===== config.mk =====
export PLATFORM = sky130hd
export DESIGN_NAME = serial_cmp_ctrl
export DESIGN_NICKNAME = d
export VERILOG_FILES = /design/src/rtl/serial_cmp_pkg.sv /design/src/rtl/comparator_1bit.sv /design/src/rtl/serial_cmp_ctrl.sv
export SDC_FILE = /design/constraint.sdc
export NUM_CORES = 1
export LEC_CHECK = 0
export CAP_MARGIN = 20
export CORE_MARGIN = 8
export CORE_UTILIZATION = 51
export DETAILED_ROUTE_END_ITERATION = 12
export PLACE_DENSITY = 0.8
export SLEW_MARGIN = 20
export SYNTH_ARGS = -nofsm -noshare
export SYNTH_HDL_FRONTEND = slang
export SYNTH_HIERARCHICAL = 1
export SYNTH_SLANG_ARGS = --single-unit

===== constraint.sdc =====
create_clock -name clk -period 1.7 [get_ports clk]
set_clock_uncertainty 0.05 [all_clocks]
set_input_delay 0.17 -clock clk [delete_from_list [all_inputs] [get_ports clk]]
set_output_delay 0.17 -clock clk [all_outputs]
set_load 0.005 [all_outputs]

===== src/rtl/serial_cmp_pkg.sv =====
// rtl/serial_cmp_pkg.sv - state encoding and index-width helper for the serial comparator
package serial_cmp_pkg;

    localparam logic [1:0] ST_IDLE  = 2'd0;
    localparam logic [1:0] ST_SHIFT = 2'd1;
    localparam logic [1:0] ST_DONE  = 2'd2;

    typedef enum logic [1:0] {
        S_IDLE  = ST_IDLE,
        S_SHIFT = ST_SHIFT,
        S_DONE  = ST_DONE
    } state_t;

    // Bits needed to hold values 0..n-1 (at least 1).
    function automatic int clog2(input int n);
        int r;
        r = 0;
        while ((1 << r) < n) begin
            r = r + 1;
        end
        if (r == 0) begin
            r = 1;
        end
        return r;
    endfunction

endpackage


===== src/rtl/comparator_1bit.sv =====
// rtl/comparator_1bit.sv - single-bit magnitude comparator cell
module comparator_1bit (
    input  logic a,
    input  logic b,
    output logic gt,
    output logic eq,
    output logic lt
);

    // Pure combinational bit compare.
    always_comb begin
        gt = a & ~b;
        lt = ~a & b;
        eq = ~(a ^ b);
    end

endmodule


===== src/rtl/serial_cmp_ctrl.sv =====
// rtl/serial_cmp_ctrl.sv - MSB-first serial magnitude compare sequencer (optional EARLY_EXIT_EN)
module serial_cmp_ctrl
    import serial_cmp_pkg::*;
#(
    parameter int WIDTH = 8
) (
    input  logic             clk,
    input  logic             rst,
    input  logic             start,
    input  logic [WIDTH-1:0] a,
    input  logic [WIDTH-1:0] b,
    output logic             busy,
    output logic             done,
    output logic             gt,
    output logic             eq,
    output logic             lt
);

    localparam int IW = clog2(WIDTH);

    state_t           state;
    state_t           state_nxt;
    logic [WIDTH-1:0] sa;
    logic [WIDTH-1:0] sb;
    logic [IW-1:0]    idx;
    logic             decided;
    logic             dec_gt;
    logic             cmp_gt;
    logic             cmp_eq;
    logic             cmp_lt;

    comparator_1bit u_cmp (
        .a  (sa[WIDTH-1]),
        .b  (sb[WIDTH-1]),
        .gt (cmp_gt),
        .eq (cmp_eq),
        .lt (cmp_lt)
    );

    // State register.
    always_ff @(posedge clk or posedge rst) begin
        if (rst) begin
            state <= S_IDLE;
        end else begin
            state <= state_nxt;
        end
    end

    // Next-state decode; status outputs follow the state directly.
    always_comb begin
        state_nxt = state;
        busy      = 1'b0;
        done      = 1'b0;
        case (state)
            S_IDLE: begin
                if (start) begin
                    state_nxt = S_SHIFT;
                end
            end
            S_SHIFT: begin
                busy = 1'b1;
                if (idx == '0) begin
                    state_nxt = S_DONE;
                end
`ifdef EARLY_EXIT_EN
                if (!decided && !cmp_eq) begin
                    state_nxt = S_DONE;
                end
`endif
            end
            S_DONE: begin
                done      = 1'b1;
                state_nxt = S_IDLE;
            end
            default: begin
                state_nxt = S_IDLE;
            end
        endcase
    end

    // Operand shifting, first-difference tracking and result publication.
    // The decision is kept internally and only copied to gt/eq/lt on the
    // final SHIFT cycle, so the outputs stay clear until done.
    always_ff @(posedge clk or posedge rst) begin
        if (rst) begin
            sa      <= '0;
            sb      <= '0;
            idx     <= '0;
            decided <= 1'b0;
            dec_gt  <= 1'b0;
            gt      <= 1'b0;
            eq      <= 1'b0;
            lt      <= 1'b0;
        end else begin
            case (state)
                S_IDLE: begin
                    if (start) begin
                        sa      <= a;
                        sb      <= b;
                        idx     <= IW'(WIDTH - 1);
                        decided <= 1'b0;
                        dec_gt  <= 1'b0;
                        gt      <= 1'b0;
                        eq      <= 1'b0;
                        lt      <= 1'b0;
                    end
                end
                S_SHIFT: begin
                    sa  <= sa << 1;
                    sb  <= sb << 1;
                    idx <= idx - 1'b1;
                    if (!decided && !cmp_eq) begin
                        decided <= 1'b1;
                        dec_gt  <= cmp_gt;
                    end
                    if (state_nxt == S_DONE) begin
                        if (decided) begin
                            gt <= dec_gt;
                            lt <= ~dec_gt;
                        end else if (!cmp_eq) begin
                            gt <= cmp_gt;
                            lt <= cmp_lt;
                        end else begin
                            eq <= 1'b1;
                        end
                    end
                end
                default: begin
                end
            endcase
        end
    end

endmodule

==> After elaboration in Yosys (flattened, before gate mapping) <==
Cells that the tools add are included.
W data, S select, Z words.
{ "totals": {"out_inout_bits": 5, "mem_bits_ro": 0, "reg_bits": 26, "latchBits": 0, "ram_bits": 0, "n_memories": 0} }
{ "op_classes": {"muxes": 28, "reduce_logical": 9, "n_eq_ne": 9, "n_shift": 0, "magnitude_cmp": 0, "mul": 0, "n_div": 0, "n_bitwise": 6, "n_addsub": 1} }
{ "ops": {"columns": ["operator", "n"], "rows": [
  ["$pmux W8 S2", 2],
  ["$mux W8", 2],
  ["$mux W1", 14],
  ["$ne A2 B2 Y1 const B", 5],
  ["$pmux W1 S2", 5],
  ["$pmux W3 S2", 1],
  ["$reduce_and A5 Y1", 1],
  ["$eq A2 B2 Y1 const B", 2],
  ["$mux W2", 2],
  ["$pmux W2 S2", 1],
  ["$reduce_and A4 Y1", 1],
  ["$logic_not A3 Y1", 1],
  ["$mux W3", 1],
  ["$ne A3 B3 Y1 const B", 1],
  ["$not A1 Y1", 3],
  ["$reduce_and A3 Y1", 1],
  ["$sub A3 B1 Y3 const B", 1],
  ["$and A1 B1 Y1", 2],
  ["$eq A2 B1 Y1 const B", 1],
  ["$logic_not A2 Y1", 1],
  ["$reduce_and A2 Y1", 1],
  ["$reduce_bool A2 Y1", 1],
  ["$logic_and A1 B1 Y1", 1],
  ["$logic_not A1 Y1", 1],
  ["$xor A1 B1 Y1", 1]
]} }

==> Longest topological paths before layout <==
Gate-level depths: netlist of run 1.
{ "logic_depth": {"ltp_word": 6, "ltp_mapped": 6, "mapped_depth_nobuf": 6} }

==> Hierarchy <==
The synthesis of run 1 kept the hierarchy.
{ "by_module_without_submodules": {"columns": ["mod", "n_inst", "area_each_um2", "cells_each", "seq_area_each_um2"], "rows": [
  ["serial_cmp_ctrl", 1, 1263.7, 119, 650.6],
  ["comparator_1bit", 1, 32.5, 4, 0.0]
]} }

==> Least setup slack after synthesis of run 1 <==
No wires, ideal clock.
{ "synth_timing": {"kind": "register to register", "start": "register idx[0]", "end": "register lt", "path_stages_with_launch": 7, "required_time_ps": 1523, "path_buffers": 0, "arrival_time_ps": 1195, "setup_ps": 127, "setup_slack_ps": 328, "path_cell_list": "dfrtp_1 > inv_1 > ha_1 > ha_1 > and3b_1 > and2b_1 > mux2i_1"} }
{ "synth_via": {"elab_chain_len": 6} }
{ "synth_rtl": {"columns": ["item", "line_no", "source"], "rows": [
  ["start: declaration", "serial_cmp_ctrl.sv:25", "logic [IW-1:0] idx;"],
  ["start signal: assignment", "serial_cmp_ctrl.sv:100", "idx <= IW'(WIDTH - 1);"],
  ["start signal: assignment", "serial_cmp_ctrl.sv:111", "idx <= idx - 1'b1;"],
  ["$logic_not A3 Y1", "serial_cmp_ctrl.sv:62", "if (idx == '0) begin"],
  ["$mux W2", "serial_cmp_ctrl.sv:62", null],
  ["$pmux W2 S2", "serial_cmp_ctrl.sv:54", "case (state)"],
  ["via state_nxt[1]", "serial_cmp_ctrl.sv:22", "state_t state_nxt;"],
  ["$eq A2 B2 Y1", "serial_cmp_ctrl.sv:116", "if (state_nxt == S_DONE) begin"],
  ["$ne A2 B2 Y1 (no source line)", null, null],
  ["$reduce_and A4 Y1 (no source line)", null, null],
  ["end signal: assignment", "serial_cmp_ctrl.sv:119", "lt <= ~dec_gt;"],
  ["end signal: assignment", "serial_cmp_ctrl.sv:122", "lt <= cmp_lt;"],
  ["end: declaration", "serial_cmp_ctrl.sv:16", "output logic lt"]
]} }
The timed path passes the listed nets, and every way through them passes these cells.
A chain may end at the register's enable or synchronous reset.

==> Final worst setup path of run 1 <==
{ "layout_timing": {"start": "register state[1]", "end": "output port done"} }
{ "layout_via": {"elab_chain_len": 2} }
{ "layout_rtl": {"columns": ["item", "line_no", "source"], "rows": [
  ["start: declaration", "serial_cmp_ctrl.sv:21", "state_t state;"],
  ["start signal: assignment", "serial_cmp_ctrl.sv:45", "state <= state_nxt;"],
  ["$eq A2 B2 Y1", "serial_cmp_ctrl.sv:54", null],
  ["$mux W1", "serial_cmp_ctrl.sv:54", null],
  ["end: declaration", "serial_cmp_ctrl.sv:13", "output logic done,"]
]} }
No other way between the ends.

==> results of run 1 <==
==> critical path, delay by kind of cell (launching register included) <==
kind	cells	cell delay, ns
buffers and inverters	3	0.52
DFF	1	0.46
and+or+nand+nor	1	0.07
==> cell families (layout without fill, tap and decap cells) <==
group,count (synthesis),in the layout
adder cells (fa/ha/maj),4,4
buffers and inverters,16,46
flip-flops,26,26
AO/OA/AOI/OAI,30,30
AND/OR/NAND/NOR,29,29
multiplexers,18,18
==> worst min-delay path by stage <==
| stage | to | startpoint | slack (ns) |
|---|---|---|---|
| finish | sa[1]$_DFFE_PP0P_ | rst | 0.14 |
| global route | sb[0]$_DFFE_PP0P_ | rst | 0.17 |
| CTS | sa[4]$_DFFE_PP0P_ | rst | 0.15 |
| detailed placement | sb[4]$_DFFE_PP0P_ | sb[4]$_DFFE_PP0P_ | 0.43 |
| global placement | sb[6]$_DFFE_PP0P_ | sb[6]$_DFFE_PP0P_ | 0.41 |
| floorplan | dec_gt$_DFFE_PP0P_ | rst | 0.16 |
==> final cells by class <==
cell class | instances | area, um^2
fill | 204 | 818
sequential | 26 | 653
multi-input combinational | 81 | 547
timing repair buffer | 33 | 307
tap | 30 | 37.5
clock buffer | 4 | 36.3
inverter | 9 | 33.8
==> per-stage QoR <==
step	setup WS (ns)	power, mW	util (%)	hold WS, ns	cells
2_1_floorplan	0.328	1.85	-	0.160	123
3_3_place_gp	0.229	2.04	63.5	0.411	175
3_5_place_dp	0.199	2.12	63.5	0.428	175
4_1_cts	0.0246	2.48	66.3	0.149	183
5_1_grt	0.0403	2.65	66.4	0.167	183
6_report	0.102	2.45	66.4	0.143	183
==> sequential cells by signal, summed over array words and instances (netlist names) <==
register and count:
dec_gt 1, sa 8, gt 1, idx 3, sb 8, lt 1, eq 1, decided 1
state 2
==> metal layers <==
| metal | share of wire [%] | vias up | global-route usage (%) |
|---|---|---|---|
| met5 | 0 | - | 0 |
| met4 | 3.0 | 0 | 6.93 |
| met3 | 3.0 | 10 | 2.88 |
| met2 | 52 | 21 | 23.9 |
| met1 | 42 | 472 | 14.2 |
| li1 | - | 475 | - |
==> synthesized netlist by cell type <==
library cell,n
o21ai_2,1
inv_1,9
nor2b_1,2
nand2_1,18
nor2b_4,1
a22oi_1,2
nor2_1,5
o41ai_1,1
ha_1,4
o21ai_0,14
mux2i_1,18
nand2b_1,1
a31oi_1,2
buf_8,1
buf_6,1
buf_12,1
buf_4,1
dfrtp_1,26
o21bai_1,1
o21ai_1,5
and2b_1,1
buf_2,2
o21a_1,1
clkbuf_2,1
a21oi_1,1
a22o_1,2
and3b_1,1
==> repair_timing <==
| action | in CTS | in global routing |
|---|---|---|
| setup buffers | 4 | 0 |
| gates resized for setup | 3 | 1 |
| setup endpoints to repair | 2 | 1 |
| gates cloned | 0 | 0 |
| pin swaps | 0 | 0 |
==> power groups by stage <==
stage	combinational [mW]	clock [mW]	sequential, mW
2_1_floorplan	0.854	0	0.993
3_3_place_gp	0.994	0	1.04
3_5_place_dp	1.06	0	1.06
4_1_cts	1.12	0.324	1.04
5_1_grt	1.24	0.354	1.06
6_report	1.10	0.318	1.03
==> results by stage, run 1 <==
Place:
- The placer's final routability congestion estimate is 0.820.
- The HPWL after detailed placement is 1960 um.
- The number of buffer cells added on primary ports is 23.
- Once placement finished, the instance area stood at 1540 um^2.

Critical path:
- The length in cells of the worst reg-to-reg path is 5.
- The capturing element of the worst setup path is done.
- The critical path required time is roughly 1.5 ns.
- The critical path is of the reg2out type.
- Across all register-to-register paths, the minimum setup slack is 0.21 ns.
- For this design, the slowest cell found on the critical path is dfrtp_2.
- The critical path goes through buf_4 > inv_1 > nor2_1 > dlygate4sd2_1.
- In this run the critical register-to-register path is launched from sa[7]$_DFFE_PP0P_.
- The largest single stage delay on the critical path is 0.46 ns.
- The type of element capturing the critical path is an output port.
- The worst setup path is launched from a flop.
- Data on the critical path arrives at its endpoint at 1.38 ns.
- Of all nets on the critical path, the largest fanout is 6.
- The first element of the critical path is state[1]$_DFF_PP0_.
- The endpoint identified for the worst register-to-register timing path is gt$_DFFE_PP0P_.

Floorplanning:
- The number of I/O pins is 24.
- The initial core utilization is 53.3%.
- The die boundary height is 66.4 um.
- The core box area is 2430 um^2.
- The width of the chip is 66.4 um.
- The number of placement rows is 18.
- The floorplan step defined a die boundary enclosing approximately 4400 um^2.

Power:
- Of the total power, the clock network draws about an eighth.
- The ratio of total power to cell area is 1520 nW/um^2.
- Sequential cells account for 42.1% of the total power.
- In this run, the combinational gates consume 44.9% of the power.
- The reported leakage power is 0.803 nW.
- The analysis attributes to net switching a power of 0.884 mW.
- The maximum vdd ir drop is 1030 uV.
- The switching part of the total is between 30% and 40%.
- Cell internal power was estimated by the tool at 1.57 mW.

Layout:
- The design area is 1610 um^2.
- The share of final-layout standard cells stronger than drive strength 1 is 12.4%.
- The relative area change from synthesis to final layout is 24.5%.
- Leaving out fill and tap cells, the most frequent cell in the layout is dfrtp_1.
- In the layout the commonest cells are dfrtp_1 (24), clkdlybuf4s50_1 (21), mux2i_1 (18), nand2_1 (18), o21ai_0 (14).
- The number of antenna cells inserted is 0.
- The net count of the finished layout is 177.

Synth:
- The share of the Yosys chip area taken by registers is around half.
- The count of different cell masters after synthesis is 27.
- The number of instances in the synthesized netlist is 123.
- Each instance of the synthesized netlist takes up on average between 10 and 15 um^2.
- After synthesis, the cell types taking the most area are dfrtp_1 (50%), mux2i_1 (14%), o21ai_0 (5.4%).
- After synthesis the cells add up to around 1300 um^2.
- The total number of yosys warnings is 6.
- The synthesized netlist devotes 13.7% of its cell area to compound gates.
- The cell type with the largest total area after synthesis is dfrtp_1.
- The post-synthesis share of cell area spent on xor and xnor gates is 0%.
- The flop and latch count out of synthesis is 26.
- Counting every net in the synthesized netlist gives 146.
- The main combinational cell family by area after synthesis is multiplexers.
- Summed over its instances, the top area cell type makes up 50.2% of the synthesized netlist area.
- The mux contribution to synthesized area is 13.9%.
- The post-synthesis share of cell area spent on and, or, nand and nor gates is between 10% and 20%.
- The post-synthesis adder-cell area fraction is 3.86%.

Clocking:
- In this run the deepest clock path goes through 2 buffers.
- For the worst-skew pair, the clock arrives at the later sink with an insertion delay of 0.32 ns.
- After clock tree synthesis, the clock-pin slew on the worst setup and hold paths is around 0.14 ns.
- The H-tree depth is 1.
- The clock sink count is 26.
- The number of buffers inserted during clock tree synthesis is 3.
- The CTS tree is yes.
- The tree is rooted in a clkbuf_4.
- After clock tree synthesis, the flow added hold-fix buffers numbering 0.

Global route:
- For this run the aggregate overflow at the end of global routing stands at 0.
- The first global-routing pass estimated 4590 um of wire.
- The total global-route track usage is 13.3%.
- The number of global-route vias before repair is 1055.
- Entering global routing, the biggest net connects 27 pins.
- The number of antenna violations at the first check in global routing is 0.

Job:
- The max-capacitance violation count is 0.

Timing:
- Of the available clock period, the critical path in the final layout requires 94.0%.
- Measured against its own limit, the worst slew margin works out to around 80%.
- The setup violation total in the final timing report is 0.
- The hold violation count in the final report is 0.
- The minimum clock period is 1.60 ns.
- The max-slew violation count came to 0.
- The pin slew with the least headroom to its limit is 0.329 ns.
- For the final routed database, the setup TNS stands at 0 ns.
- Setup repair after global routing left no endpoint under its margin.
- Derived from the worst setup path, the maximum achievable clock frequency is 0.626 GHz.

Min path:
- The class of the most critical hold timing path is in2async.

Routing:
- The mean routed wirelength per cell is 14.6 um.
- The sum of routed wire length over all layers is between 2000 and 3000 um.
- The detailed router placed 978 vias in this run.
- For this run, design rule violations remaining after detail routing come to 0.
- The initial DRC count is 20.
- In the routed layout, each cell is associated on average with a via count of roughly 5.3.
- The first TritonRoute pass finished after 4 iterations.
- The number of nets with antenna violations after detailed routing is 0.

Outcome:
- The run finished with clean final reports.
No activity file was read; power rests on OpenSTA's default activity.
==> run 2: changes to the inputs <==
--- a/config.mk
+++ b/config.mk
@@ -5,11 +5,11 @@
 export SDC_FILE = /design/constraint.sdc
 export NUM_CORES = 1
 export LEC_CHECK = 0
-export CAP_MARGIN = 20
+export CAP_MARGIN = 40
 export CORE_MARGIN = 8
 export CORE_UTILIZATION = 51
 export DETAILED_ROUTE_END_ITERATION = 12
-export PLACE_DENSITY = 0.8
+export PLACE_DENSITY_LB_ADDON = 0.15
 export SLEW_MARGIN = 20
 export SYNTH_ARGS = -nofsm -noshare
 export SYNTH_HDL_FRONTEND = slang
==> run 2 against run 1 <==
Design area increased by 1.5%. Routed wire length decreased by 2.9%. Sequential power about the same. Largest cell class unchanged. Highest routed layer unchanged.
==> results by stage, run 2 (synthesis gave the netlist of run 1 again) <==
Outcome:
- Result of the run: complete, no violations (unchanged).

Critical path:
- The kind of launch point of the worst setup path is a flop (unchanged).
- The worst endpoint data arrival time is 1.32 ns (was 1.38 ns).
- The register-to-register setup slack came to 0.18 ns (was 0.21 ns).
- The highest cell delay on the worst timing path was 0.45 ns (was 0.46 ns).
- The type of element capturing the critical path was an output port (unchanged).
- The peak fanout along the critical path was 3 (was 6).
- The category of the critical setup timing path is reg2out (unchanged).
- The startpoint of the worst-slack reg-to-reg timing path is sa[7]$_DFFE_PP0P_ (unchanged).
- Ordered cell list for the critical path: buf_4 > nor2b_4 > dlygate4sd2_1 (was buf_4 > inv_1 > nor2_1 > dlygate4sd2_1).
- The critical path required time is 1.48 ns (about the same).
- The length in cells of the worst reg-to-reg path came to 5 (unchanged).
- The end of the worst register-to-register path is lt$_DFFE_PP0P_ (was gt$_DFFE_PP0P_).
- The worst-path cell with the longest stage delay is dfrtp_2 (unchanged).

Routing:
- The sum of routed wire length over all layers is 2600 um (was 2680 um).
- The count of TritonRoute iterations in the first routing pass is 4 (unchanged).
- The number of vias per cell is 5.22 (was 5.34).
- The number of design rule violations left after detail routing is 0 (unchanged).
- The mean routed wirelength per cell is 14.1 um (was 14.6 um).
- The total via count in the routed design came to 960 (was 978).
- The number of nets with antenna violations after detailed routing was 0 (unchanged).
- The initial DRC count is 19 (was 20).

Power:
- The proportion of power drawn by the clock network was 17.3% (was 13.0%).
- The maximum vdd ir drop came to 941 uV (was 1030 uV).
- The power share of the sequential group came to 39.8% (was 42.1%).
- The reported leakage power is 0.825 nW (was 0.803 nW).
- The ratio of total power to cell area is 1560 nW/um^2 (was 1520 nW/um^2).
- The switching part of the total is 34.8% (was 36.1%).
- The cell-internal power came to 1.67 mW (was 1.57 mW).
- The combinational share of power is 42.9% (was 44.9%).
- The net switching power came to 0.892 mW (was 0.884 mW).

Floorplanning:
- The die boundary height is 66.4 um (unchanged).
- The area enclosed by the die boundary is 4410 um^2 (unchanged).
- The number of I/O pins is 24 (unchanged).
- The number of placement rows is 18 (unchanged).
- The initial core utilization came to 53.3% (unchanged).
- The core box area is 2430 um^2 (unchanged).
- The width of the chip is 66.4 um (unchanged).

Global route:
- The number of antenna violations at the first check in global routing is 0 (unchanged).
- The overflow left after global routing came to 0 (unchanged).
- The global-route wire length before repair was 4490 um (was 4590 um).
- The total global-route track usage was 13.0% (was 13.3%).
- The largest net degree at the start of global routing was 27 (unchanged).
- The number of global-route vias before repair was 985 (was 1055).

Timing:
- The hold violation count in the final report is 0 (unchanged).
- The maximum clock frequency is 0.651 GHz (was 0.626 GHz).
- The max-slew violation count is 0 (unchanged).
- The minimum clock period is 1.54 ns (was 1.60 ns).
- The tightest slew margin relative to the limit is 78.1% (was 77.8%).
- The least setup slack across all paths after layout was 0.165 ns (was 0.102 ns).
- The pin slew with the least headroom to its limit is 0.329 ns (about the same).
- The setup violation total in the final timing report is 0 (unchanged).
- The setup total negative slack is 0 ns (unchanged).
- The share of the cycle needed by the critical path after routing was 90.3% (was 94.0%).
- The worst hold margin is 0.116 ns (was 0.143 ns).
- Unrepaired setup endpoints after global routing: no (unchanged).

Clocking:
- The CTS tree was yes (unchanged).
- The CTS root buffer is clkbuf_4 (unchanged).
- The hold-fix buffer count after cts is 0 (unchanged).
- The clock latency of the later-clocked register in the worst-skew pair came to 0.34 ns (was 0.32 ns).
- The clock input transition at the sequential cells of the worst setup and hold paths came to 0.16 ns (was 0.14 ns).
- The H-tree depth is 1 (unchanged).
- The clock sink count is 26 (unchanged).
- The maximum clock insertion buffer count is 2 (unchanged).
- The number of buffers inserted during clock tree synthesis is 3 (unchanged).

Min path:
- The class of the most critical hold timing path is in2async (unchanged).

Layout:
- The most frequent standard cell in the layout excluding fill and tap cells is dfrtp_1 (unchanged).
- The number of antenna cells inserted is 0 (unchanged).
- The design area was 1640 um^2 (was 1610 um^2).
- The final-layout fill cell count is 211 (was 204).
- The share of final-layout standard cells stronger than drive strength 1 was 13.0% (was 12.4%).
- The relative area change from synthesis to final layout is 26.4% (was 24.5%).
- Most frequent cells in the layout: dfrtp_1 (24), clkdlybuf4s50_1 (21), mux2i_1 (18), nand2_1 (18), o21ai_0 (14) (unchanged).
- The number of nets in the finished design is 178 (was 177).
- Largest regs: sa: 8 flops, sb: 8 flops, idx: 3 flops (unchanged).

Place:
- The number of buffer cells added on primary ports is 23 (unchanged).
- The placed instance area is 1540 um^2 (unchanged).
- The HPWL after detailed placement was 1870 um (was 1960 um).
- The placer's final routability congestion estimate is 0.821 (was 0.820).
- The worst setup slack before clock tree synthesis is 0.214 ns (was 0.199 ns).

Job:
- The max-capacitance violation count came to 0 (unchanged).
==> run 2: changes by cell type in the layout (fill, tap and decap cells not counted), sizes merged <==
cell,before,now
buf,10,11
bufinv,0,1
clkbuf,4,3
==> run 2: cell type report <==
cell class	instances	area (um^2)	share of cell area [%]
tap	30	37.5	2.29
clock buffer	3	22.5	1.38
multi-input combinational	81	547	33.4
clock inverter	1	30.0	1.83
sequential	26	653	39.9
timing repair buffer	34	314	19.2
inverter	9	33.8	2.06
==> run 2: worst max-delay path by stage <==
stage	cells after the start	slack, ns	startpoint	to
after floorplan	6	0.33	idx[0]$_DFFE_PP0P_	lt$_DFFE_PP0P_
after global placement	3	0.21	state[1]$_DFF_PP0_	done
after detailed placement	3	0.21	state[1]$_DFF_PP0_	done
after CTS	3	0.009	state[1]$_DFF_PP0_	done
after global routing	3	0.11	state[1]$_DFF_PP0_	busy
final	3	0.16	state[1]$_DFF_PP0_	busy
==> run 2: power groups by stage <==
| stage | combinational, mW | sequential (mW) | clock, mW |
|---|---|---|---|
| 4_1_cts | 1.10 | 1.03 | 0.443 |
| 2_1_floorplan | 0.854 | 0.993 | 0 |
| 3_3_place_gp | 1.02 | 1.04 | 0 |
| 6_report | 1.10 | 1.02 | 0.443 |
| 5_1_grt | 1.23 | 1.05 | 0.469 |
| 3_5_place_dp | 1.05 | 1.05 | 0 |
==> run 2: timing repair <==
action / 4_1_cts / 5_1_grt
buffers inserted: 4 / 1
hold endpoints to repair: 0 / 0
resized for setup: 3 / 1
endpoints found under the setup margin: 2 / 1
==> run 2: metal layers <==
layer	GRT usage, %	up-vias	share of wire, %
met5	0	-	0
met4	6.40	0	1.7
met3	2.71	6	3.3
met2	20.7	16	49
met1	16.1	460	46
li1	-	478	-
==> run 2: through the flow <==
| stage | power (mW) | utilization (%) | std cells |
|---|---|---|---|
| 2_1_floorplan | 1.85 | - | 123 |
| 3_3_place_gp | 2.05 | 63.5 | 175 |
| 3_5_place_dp | 2.10 | 63.5 | 175 |
| 4_1_cts | 2.57 | 66.9 | 183 |
| 5_1_grt | 2.75 | 67.3 | 184 |
| 6_report | 2.56 | 67.3 | 184 |
==> run 2: critical path: cells and delay by family (launching register included) <==
kind	cells	cell delay, ns
and+or+nand+nor	1	0.14
DFF	1	0.45
buffers and inverters	2	0.41
==> run 3: changes to the inputs <==
--- a/config.mk
+++ b/config.mk
@@ -10,6 +10,7 @@
 export CORE_UTILIZATION = 51
 export DETAILED_ROUTE_END_ITERATION = 12
 export PLACE_DENSITY_LB_ADDON = 0.15
+export SETUP_SLACK_MARGIN = 0.4
 export SLEW_MARGIN = 20
 export SYNTH_ARGS = -nofsm -noshare
 export SYNTH_HDL_FRONTEND = slang
==> run 3 against run 2 <==
Utilization increased by 9.7 points. Combinational power increased by 55%. Largest cell class is now multi-input gates. Total power increased by 18%. Clock power decreased by 43%. Non-clock buffer count increased by 15. Design area increased by 14%. Via count increased by 9.5%.
==> results by stage, run 3 (synthesis gave the netlist of run 1 again) <==
Outcome:
- Result of the run: complete, no violations (unchanged).

Layout:
- The number of nets in the finished design came to 193 (was 178).
- Most frequent cells in the layout: dfrtp_1 (24), clkdlybuf4s50_1 (18), mux2i_1 (17) (was dfrtp_1 (24), clkdlybuf4s50_1 (21), mux2i_1 (18), nand2_1 (18), o21ai_0 (14)).
- The relative area change from synthesis to final layout is 44.6% (was 26.4%).
- The design area was 1870 um^2 (was 1640 um^2).
- The number of antenna cells inserted is 0 (unchanged).
- The most frequent standard cell in the layout excluding fill and tap cells is dfrtp_1 (unchanged).
- The share of final-layout standard cells stronger than drive strength 1 is 35.1% (was 13.0%).
- Largest regs: sa: 8 flops, sb: 8 flops, idx: 3 flops (unchanged).

Floorplanning:
- The width of the chip is 66.4 um (unchanged).
- The core box area is 2430 um^2 (unchanged).
- The die boundary height is 66.4 um (unchanged).
- The number of I/O pins is 24 (unchanged).
- The area enclosed by the die boundary was 4410 um^2 (unchanged).
- The initial core utilization is 53.3% (unchanged).
- The number of placement rows was 18 (unchanged).

Timing:
- The share of the cycle needed by the critical path after routing is 82.7% (was 90.3%).
- The tightest slew margin relative to the limit is 77.7% (was 78.1%).
- The max-slew violation count was 0 (unchanged).
- Unrepaired setup endpoints after global routing: yes (was no).
- The setup total negative slack came to 0 ns (unchanged).
- The maximum clock frequency was 0.712 GHz (was 0.651 GHz).
- The pin slew with the least headroom to its limit is 0.335 ns (was 0.329 ns).
- The hold violation count in the final report is 0 (unchanged).
- The setup violation total in the final timing report is 0 (unchanged).
- The minimum clock period is 1.41 ns (was 1.54 ns).

Power:
- The maximum vdd ir drop is 1090 uV (was 941 uV).
- The total power consumption of the routed design is 3.01 mW (was 2.56 mW).
- The reported leakage power is 0.904 nW (was 0.825 nW).
- The ratio of total power to cell area is 1610 nW/um^2 (was 1560 nW/um^2).

Critical path:
- The end of the worst register-to-register path is gt$_DFFE_PP0P_ (was lt$_DFFE_PP0P_).
- The type of element capturing the critical path is a flop (was output port).
- The critical path required time came to 1.87 ns (was 1.48 ns).
- The length in cells of the worst reg-to-reg path is 4 (was 5).
- The category of the critical setup timing path is reg2reg (was reg2out).
- The startpoint of the worst-slack reg-to-reg timing path is sb[7]$_DFFE_PP0P_ (was sa[7]$_DFFE_PP0P_).
- The register-to-register setup slack is 0.29 ns (was 0.18 ns).
- The worst endpoint data arrival time is 1.58 ns (was 1.32 ns).
- The peak fanout along the critical path is 4 (was 3).
- The kind of launch point of the worst setup path is a flop (unchanged).

Place:
- The placer's final routability congestion estimate was 0.814 (was 0.821).
- The placed instance area is 1550 um^2 (was 1540 um^2).
- The number of buffer cells added on primary ports is 23 (unchanged).
- The HPWL after detailed placement is 1860 um (was 1870 um).

Clocking:
- The clock sink count came to 26 (unchanged).
- The CTS tree is yes (unchanged).
- The maximum clock insertion buffer count is 2 (unchanged).
- The clock latency of the later-clocked register in the worst-skew pair came to 0.32 ns (was 0.34 ns).
- The CTS root buffer is clkbuf_4 (unchanged).
- The H-tree depth is 1 (unchanged).
- The number of buffers inserted during clock tree synthesis is 3 (unchanged).
- The clock input transition at the sequential cells of the worst setup and hold paths is 0.13 ns (was 0.16 ns).

Routing:
- The number of design rule violations left after detail routing is 0 (unchanged).
- The mean routed wirelength per cell is 15.5 um (was 14.1 um).
- The sum of routed wire length over all layers is 3070 um (was 2600 um).
- The number of nets with antenna violations after detailed routing is 0 (unchanged).
- The number of vias per cell is 5.31 (was 5.22).
- The initial DRC count came to 46 (was 19).
- The total via count in the routed design came to 1051 (was 960).
- The count of TritonRoute iterations in the first routing pass came to 4 (unchanged).

Global route:
- The total global-route track usage was 14.1% (was 13.0%).
- The number of antenna violations at the first check in global routing is 0 (unchanged).
- The global-route wire length before repair came to 4810 um (was 4490 um).
- The largest net degree at the start of global routing is 27 (unchanged).
- The overflow left after global routing was 0 (unchanged).
- The number of global-route vias before repair is 1080 (was 985).

Job:
- The max-capacitance violation count is 0 (unchanged).

Min path:
- The class of the most critical hold timing path is in2async (unchanged).
==> run 3: critical path, cell delays in order, from the launching register on <==
cell and delay (ns):
dfrtp_1 0.44, ha_4 0.30, nor2b_4 0.15, and2b_2 0.25
mux2i_1 0.12
==> run 3: report_power, final <==
group	total (mW)	switching (mW)	internal (mW)	leakage, nW
logic	1.70	0.751	0.950	0.567
registers	1.06	0.185	0.875	0.324
clock network	0.253	0.170	0.0831	0.0138
total	3.01	1.11	1.91	0.904
==> run 3: metal layers <==
| layer | global-route usage (%) | part of all wire [%] |
|---|---|---|
| met3 | 4.24 | 5.1 |
| met5 | 0 | 0 |
| met1 | 16.7 | 38 |
| met4 | 4.53 | 1.9 |
| met2 | 23.9 | 55 |
==> run 3: area by class of cell <==
cell class	count	area [um^2]
well taps	30	37.5
clock buffers	3	22.5
fillers	161	558
inverters	9	36.3
flip-flops and latches	26	653
repair buffers	49	464
multi-input cells	81	661
==> run 3: worst max-delay path by stage <==
stage,start,to,slack (ns),cells past startpoint
2_1_floorplan,sb[7]$_DFFE_PP0P_,gt$_DFFE_PP0P_,0.34,4
3_3_place_gp,state[1]$_DFF_PP0_,done,0.25,3
3_5_place_dp,state[1]$_DFF_PP0_,done,0.23,3
4_1_cts,state[1]$_DFF_PP0_,busy,0.29,3
5_1_grt,state[1]$_DFF_PP0_,busy,0.24,3
6_report,sb[7]$_DFFE_PP0P_,gt$_DFFE_PP0P_,0.29,4
==> run 3: repair_timing <==
item / in CTS / in global routing
setup endpoints to repair: 25 / 25
pin swaps: 3 / 11
buffers inserted: 13 / 6
hold buffers: 0 / 0
resized for setup: 35 / 24
gates cloned: 1 / 0
==> run 3: per-stage QoR <==
step | cells | worst slack, ns | util, % | hold WS [ns]
CTS | 192 | 0.291 | 72.5 | 0.135
floorplan | 123 | 0.344 | - | 0.160
finish | 198 | 0.295 | 77.1 | 0.131
global placement | 175 | 0.253 | 63.6 | 0.412
global route | 198 | 0.242 | 77.1 | 0.162
detailed placement | 175 | 0.227 | 63.6 | 0.417
